[src/rtl/fetch_pkg.sv]
// rtl/fetch_pkg.sv - shared types and constants for the LC-3b fetch stage
package fetch_pkg;

   localparam int FETCH_W        = 16;
   localparam int PC_INC_DEFAULT = 2;

   typedef enum logic {
      FETCH   = 1'b0,
      DISCARD = 1'b1
   } fetch_state_e;

   typedef struct packed {
      logic [FETCH_W-1:0] pc;
      logic [FETCH_W-1:0] pc_plus2;
      logic [FETCH_W-1:0] instr;
   } fetch_out_t;

endpackage

[src/rtl/fetch_out_buf.sv]
// rtl/fetch_out_buf.sv - one-entry valid/data holding buffer feeding the IF/ID register
module fetch_out_buf
   import fetch_pkg::*;
(
   input  logic       clk,
   input  logic       reset,
   input  logic       load,
   input  logic       drain,
   input  logic       flush,
   input  fetch_out_t data_in,
   output logic       valid,
   output fetch_out_t data
);

   // flush beats load: a redirect squashes whatever arrives with it
   always_ff @(posedge clk) begin
      if (reset) begin
         valid <= 1'b0;
         data  <= '0;
      end else if (flush) begin
         valid <= 1'b0;
      end else if (load) begin
         valid <= 1'b1;
         data  <= data_in;
      end else if (drain) begin
         valid <= 1'b0;
      end
   end

endmodule

[src/rtl/fetch_stage.sv]
// rtl/fetch_stage.sv - LC-3b instruction fetch: PC, imem handshake, redirect; FETCH_PERF_EN adds perf counters
module fetch_stage
   import fetch_pkg::*;
#(
   parameter int               WIDTH    = FETCH_W,
   parameter logic [WIDTH-1:0] RESET_PC = 16'h0000,
   parameter int               PC_INC   = PC_INC_DEFAULT
) (
   input  logic             clk,
   input  logic             reset,
   output logic             imem_read,
   output logic [WIDTH-1:0] imem_address,
   input  logic [WIDTH-1:0] imem_rdata,
   input  logic             imem_resp,
   input  logic             branch_taken,
   input  logic [WIDTH-1:0] branch_target,
   input  logic             id_ready,
   output logic             if_valid,
   output logic [WIDTH-1:0] if_pc,
   output logic [WIDTH-1:0] if_pc_plus2,
   output logic [WIDTH-1:0] if_instr
`ifdef FETCH_PERF_EN
   ,
   output logic [31:0]      perf_wait_cycles,
   output logic [15:0]      perf_discards
`endif
);

   localparam logic [WIDTH-1:0] INC = WIDTH'(PC_INC);

   fetch_state_e     state_q, state_d;
   logic [WIDTH-1:0] pc_q, pc_d;
   logic [WIDTH-1:0] pending_q, pending_d;
   logic [WIDTH-1:0] pc_seq;
   logic             buf_load;
   logic             buf_valid;
   logic             drop;
   fetch_out_t       buf_in;
   fetch_out_t       buf_out;

   assign pc_seq       = pc_q + INC;
   assign imem_address = pc_q;

   always_ff @(posedge clk) begin
      if (reset) begin
         state_q   <= FETCH;
         pc_q      <= RESET_PC;
         pending_q <= '0;
      end else begin
         state_q   <= state_d;
         pc_q      <= pc_d;
         pending_q <= pending_d;
      end
   end

   always_comb begin
      state_d   = state_q;
      pc_d      = pc_q;
      pending_d = pending_q;
      imem_read = 1'b0;
      buf_load  = 1'b0;
      drop      = 1'b0;
      case (state_q)
         FETCH: begin
            imem_read = !buf_valid || id_ready;
            if (branch_taken) begin
               // an unanswered request keeps pc_q so the address stays stable
               if (imem_read && !imem_resp) begin
                  pending_d = branch_target;
                  state_d   = DISCARD;
               end else begin
                  pc_d = branch_target;
                  drop = imem_read && imem_resp;
               end
            end else if (imem_read && imem_resp) begin
               buf_load = 1'b1;
               pc_d     = pc_seq;
            end
         end
         DISCARD: begin
            imem_read = 1'b1;
            if (imem_resp) begin
               drop    = 1'b1;
               state_d = FETCH;
               pc_d    = branch_taken ? branch_target : pending_q;
            end else if (branch_taken) begin
               pending_d = branch_target;
            end
         end
         default: state_d = FETCH;
      endcase
      if (reset) begin
         imem_read = 1'b0;
      end
   end

   assign buf_in.pc       = pc_q;
   assign buf_in.pc_plus2 = pc_seq;
   assign buf_in.instr    = imem_rdata;

   fetch_out_buf u_out_buf (
      .clk     (clk),
      .reset   (reset),
      .load    (buf_load),
      .drain   (buf_valid && id_ready),
      .flush   (branch_taken),
      .data_in (buf_in),
      .valid   (buf_valid),
      .data    (buf_out)
   );

   assign if_valid    = buf_valid;
   assign if_pc       = buf_out.pc;
   assign if_pc_plus2 = buf_out.pc_plus2;
   assign if_instr    = buf_out.instr;

`ifdef FETCH_PERF_EN
   always_ff @(posedge clk) begin
      if (reset) begin
         perf_wait_cycles <= '0;
         perf_discards    <= '0;
      end else begin
         if (imem_read && !imem_resp && perf_wait_cycles != '1) begin
            perf_wait_cycles <= perf_wait_cycles + 32'd1;
         end
         if (drop && perf_discards != '1) begin
            perf_discards <= perf_discards + 16'd1;
         end
      end
   end
`endif

endmodule

[config.mk]
export PLATFORM = sky130hd
export DESIGN_NAME = fetch_stage
export DESIGN_NICKNAME = d
export VERILOG_FILES = /design/src/rtl/fetch_pkg.sv /design/src/rtl/fetch_out_buf.sv /design/src/rtl/fetch_stage.sv
export SDC_FILE = /design/constraint.sdc
export NUM_CORES = 1
export LEC_CHECK = 0
export CAP_MARGIN = 10
export CORE_ASPECT_RATIO = 1.4
export CORE_UTILIZATION = 40
export DETAILED_ROUTE_END_ITERATION = 7
export GPL_TIMING_DRIVEN = 0
export MAX_ROUTING_LAYER = met4
export PLACE_DENSITY = 0.68
export SYNTH_ARGS = -nofsm -noshare
export SYNTH_HDL_FRONTEND = slang
export SYNTH_SLANG_ARGS = --single-unit
[constraint.sdc]
create_clock -name clk -period 1.8 [get_ports clk]
set_input_delay 0.36 -clock clk [delete_from_list [all_inputs] [get_ports clk]]
set_output_delay 0.36 -clock clk [all_outputs]
set_load 0.005 [all_outputs]
==> impl_results.md <==
* Worst path slowest cell: clkdlybuf4s50_1
* # setup viols final at 0
* Synth top area cells: dfxtp_1 (44%), nand2_1 (9.8%), a21oi_1 (7.0%)
* Most frequent cells in the layout: clkdlybuf4s50_1 (99), nand2_1 (95), dfxtp_1 (79), a21oi_1 (51), nor2_1 (38)
* Fmax achieved at 567 MHz
* RSZ-0062 raised after global routing: false
* Clock Skew at 0.00426 ns
* CP delay by family, top: buffers and inverters
* Drc violations at 0
* Sequential area share after synthesis at 44.4%
* Number of synthesized register bits at 81
* # port buffers at 102
* DRT Pass-1 Iters at 4
* Kind of critical path: flop to output port
* Fin util at 58.5%
* Mapped cell area at 0.00365 mm2
* H-Tree Depth at 3
* CTS Buffer Depth at 2
* CTS tree: done
* Fin nets at 598
* Initial antenna violation count at 0
* Gr ovfl total at 0
* Post-DP HPWL at 7630 um
* Slew headroom at 62.4%
* Clk_lat worst skew at 0.33 ns
* Clk pwr share at 38.9%
* Pwr Density at 821 mW/mm2
* Post-Syn Nets at 485
* Max Slew Vio Count at 0
* DR WL met3 at 641 um
* Combinational share of power at 14.6%
* Hold Violations, Final at 0
* Leading area contributor after synthesis: dfxtp_1
* Slowest Stage Delay on Critical Path at 0.57 ns
* Number of global-route vias before repair at 3210
* Final Power at 4.18 mW
* Yosys warns at 0
* Core area at 0.00871 mm2
* Worst EP required at 1.44 ns
* CTS Buf Count at 9
* Syn Area/Cell at 8.16 um2
* Leakage at 1.83 nW
* Crit. End Element: output port
* Ys async rst share at 0%
* Seq pwr share at 46.5%
* Die area at 0.00952 mm2
* Height of the die at 115 um
* Slew @ Worst Pin at 0.564 ns
* Post-DP Area at 0.00480 mm2
* Distinct cells, synth at 49
* Die width at 82.7 um
* Psw at 1.02 mW
* Worst Path Max Fanout at 5
* DR vias/cell at 5.19
* Max-Cap Viols at 0
* Rows at 40
* Uppermost layer routed: met4
* Tot GR Track Use at 22.5%
* Initial Util at 41.9%
* Post-DR wirelength/cell at 14.9 um
* RD Place Congestion at 0.883
* Startpoint types: flop
* Predominant post-synthesis flop cell: dfxtp_1
* WHS at 0.451 ns
* Share of cells above drive strength 1 at 10.5%
* Starting DRT DRC Count at 191
* Placed Cells at 654
* Hold WC Path Type: flop to flop
* Root Buffer: clkbuf_16
* Area Overhead vs Synth at 39.6%
* Peak VDD IR at 0.703 mV
* Sw frac at 24.4%
* Cells after synthesis at 447
* Min cycle time layout at 1.76 ns
* First-pass GRT wire length at 15600 um
* CTS clk-pin slew, worst paths at 0.05 ns
* # IOs at 103
* Clk sinks at 81
* Post-DRT Antenna Nets at 0
* Design area at 0.00509 mm2
* Tcrit/Tclk final at 98.0%
* Post-synth EDFFs at 0
* Commonest non-fill, non-tap cell in the layout: clkdlybuf4s50_1
* Status: finished, final reports clean
* Internal power at 3.16 mW
* DR vias at 3475
* Critical Path AT at 1.40 ns
* WL met2 at 5080 um
* R2R Setup Slk at 0.07 ns
* Crit path cell chain: clkdlybuf4s50_1
* Bufs and invs on worst path at 1
* Largest net degree at the start of global routing at 13
* N_diodes at 0
* Met1 Routed Length at 4030 um
* Share of the synthesized area in the top cell type at 44.4%
* Routed WL at 9960 um
* Fin cells at 669
## metal layers
metal / global-route usage [%] / vias up
li1: - / 1749
met1: 24.3 / 1599
met2: 38.5 / 113
met3: 4.84 / 14
met4: 10.0 / 0
met5: - / -
## cell type report
| type | instances | area (um2) |
|---|---|---|
| plain buffers | 41 | 260 |
| clock buffers | 12 | 246 |
| clock inverters | 3 | 17.5 |
| fillers | 817 | 3610 |
| inverters | 4 | 15.0 |
| multi-input cells | 320 | 1770 |
| flip-flops and latches | 81 | 1620 |
| well taps | 105 | 131 |
| repair buffers | 103 | 1020 |
## repair_timing
| action | CTS | global route |
|---|---|---|
| endpoints found under the hold margin | 0 | 0 |
| hold buffers | 0 | 0 |
| pin swaps | 1 | 0 |
| buffers inserted | 1 | 0 |
| setup endpoints to repair | 24 | 19 |
| gates resized for setup | 10 | 7 |
## worst paths after layout
path                     start                 to  cells after the start
max           imem_address[15]   imem_address[15]                      1
min          u_out_buf.data[1]  u_out_buf.data[1]                      2
max reg2reg    imem_address[1]   imem_address[15]                      6
min reg2reg  u_out_buf.data[1]  u_out_buf.data[1]                      2
## power groups by stage
stage | combinational [mW] | sequential, mW | clock [mW]
after global placement | 0.604 | 1.98 | 0
after detailed placement | 0.609 | 1.98 | 0
after global routing | 0.670 | 1.95 | 1.74
after CTS | 0.615 | 1.94 | 1.66
after floorplan | 0.295 | 1.97 | 0
final | 0.612 | 1.94 | 1.63
## state kept, by name, summed over array words and instances, names as in the netlist
name             count
u_out_buf.data      47
imem_address        16
pending_q           16
state_q              1
u_out_buf.valid      1
## cell families (layout without fill, tap and decap cells)
family	count (synthesis)	count (layout)	share of synthesized area, %
xor+xnor	11	11	2.64
compound gates	104	104	16.7
mux	19	19	5.25
buf+inv	46	163	7.06
fa+ha+maj	1	1	0.343
simple gates	185	185	23.6
flops	81	81	44.4
## cells in the mapped netlist (4+ instances only)
cell type / count
nand2_1: 95
dfxtp_1: 81
a21oi_1: 51
nor2_1: 38
o21ai_0: 24
mux2i_1: 18
buf_2: 15
a211oi_1: 14
clkbuf_1: 13
buf_4: 11
nand3_1: 10
nor3_1: 8
xnor2_1: 8
nand2b_1: 5
inv_1: 4
nand4_1: 4
## metrics by stage
step	TNS [ns]	setup slack [ns]
5_1_grt	0	0.00784
3_3_place_gp	-20.54	-0.799
4_1_cts	0	0.00777
3_5_place_dp	-21.81	-0.792
2_1_floorplan	0	0.231
6_report	0	0.0360
Note: power is estimated with default switching activity, not from simulation.
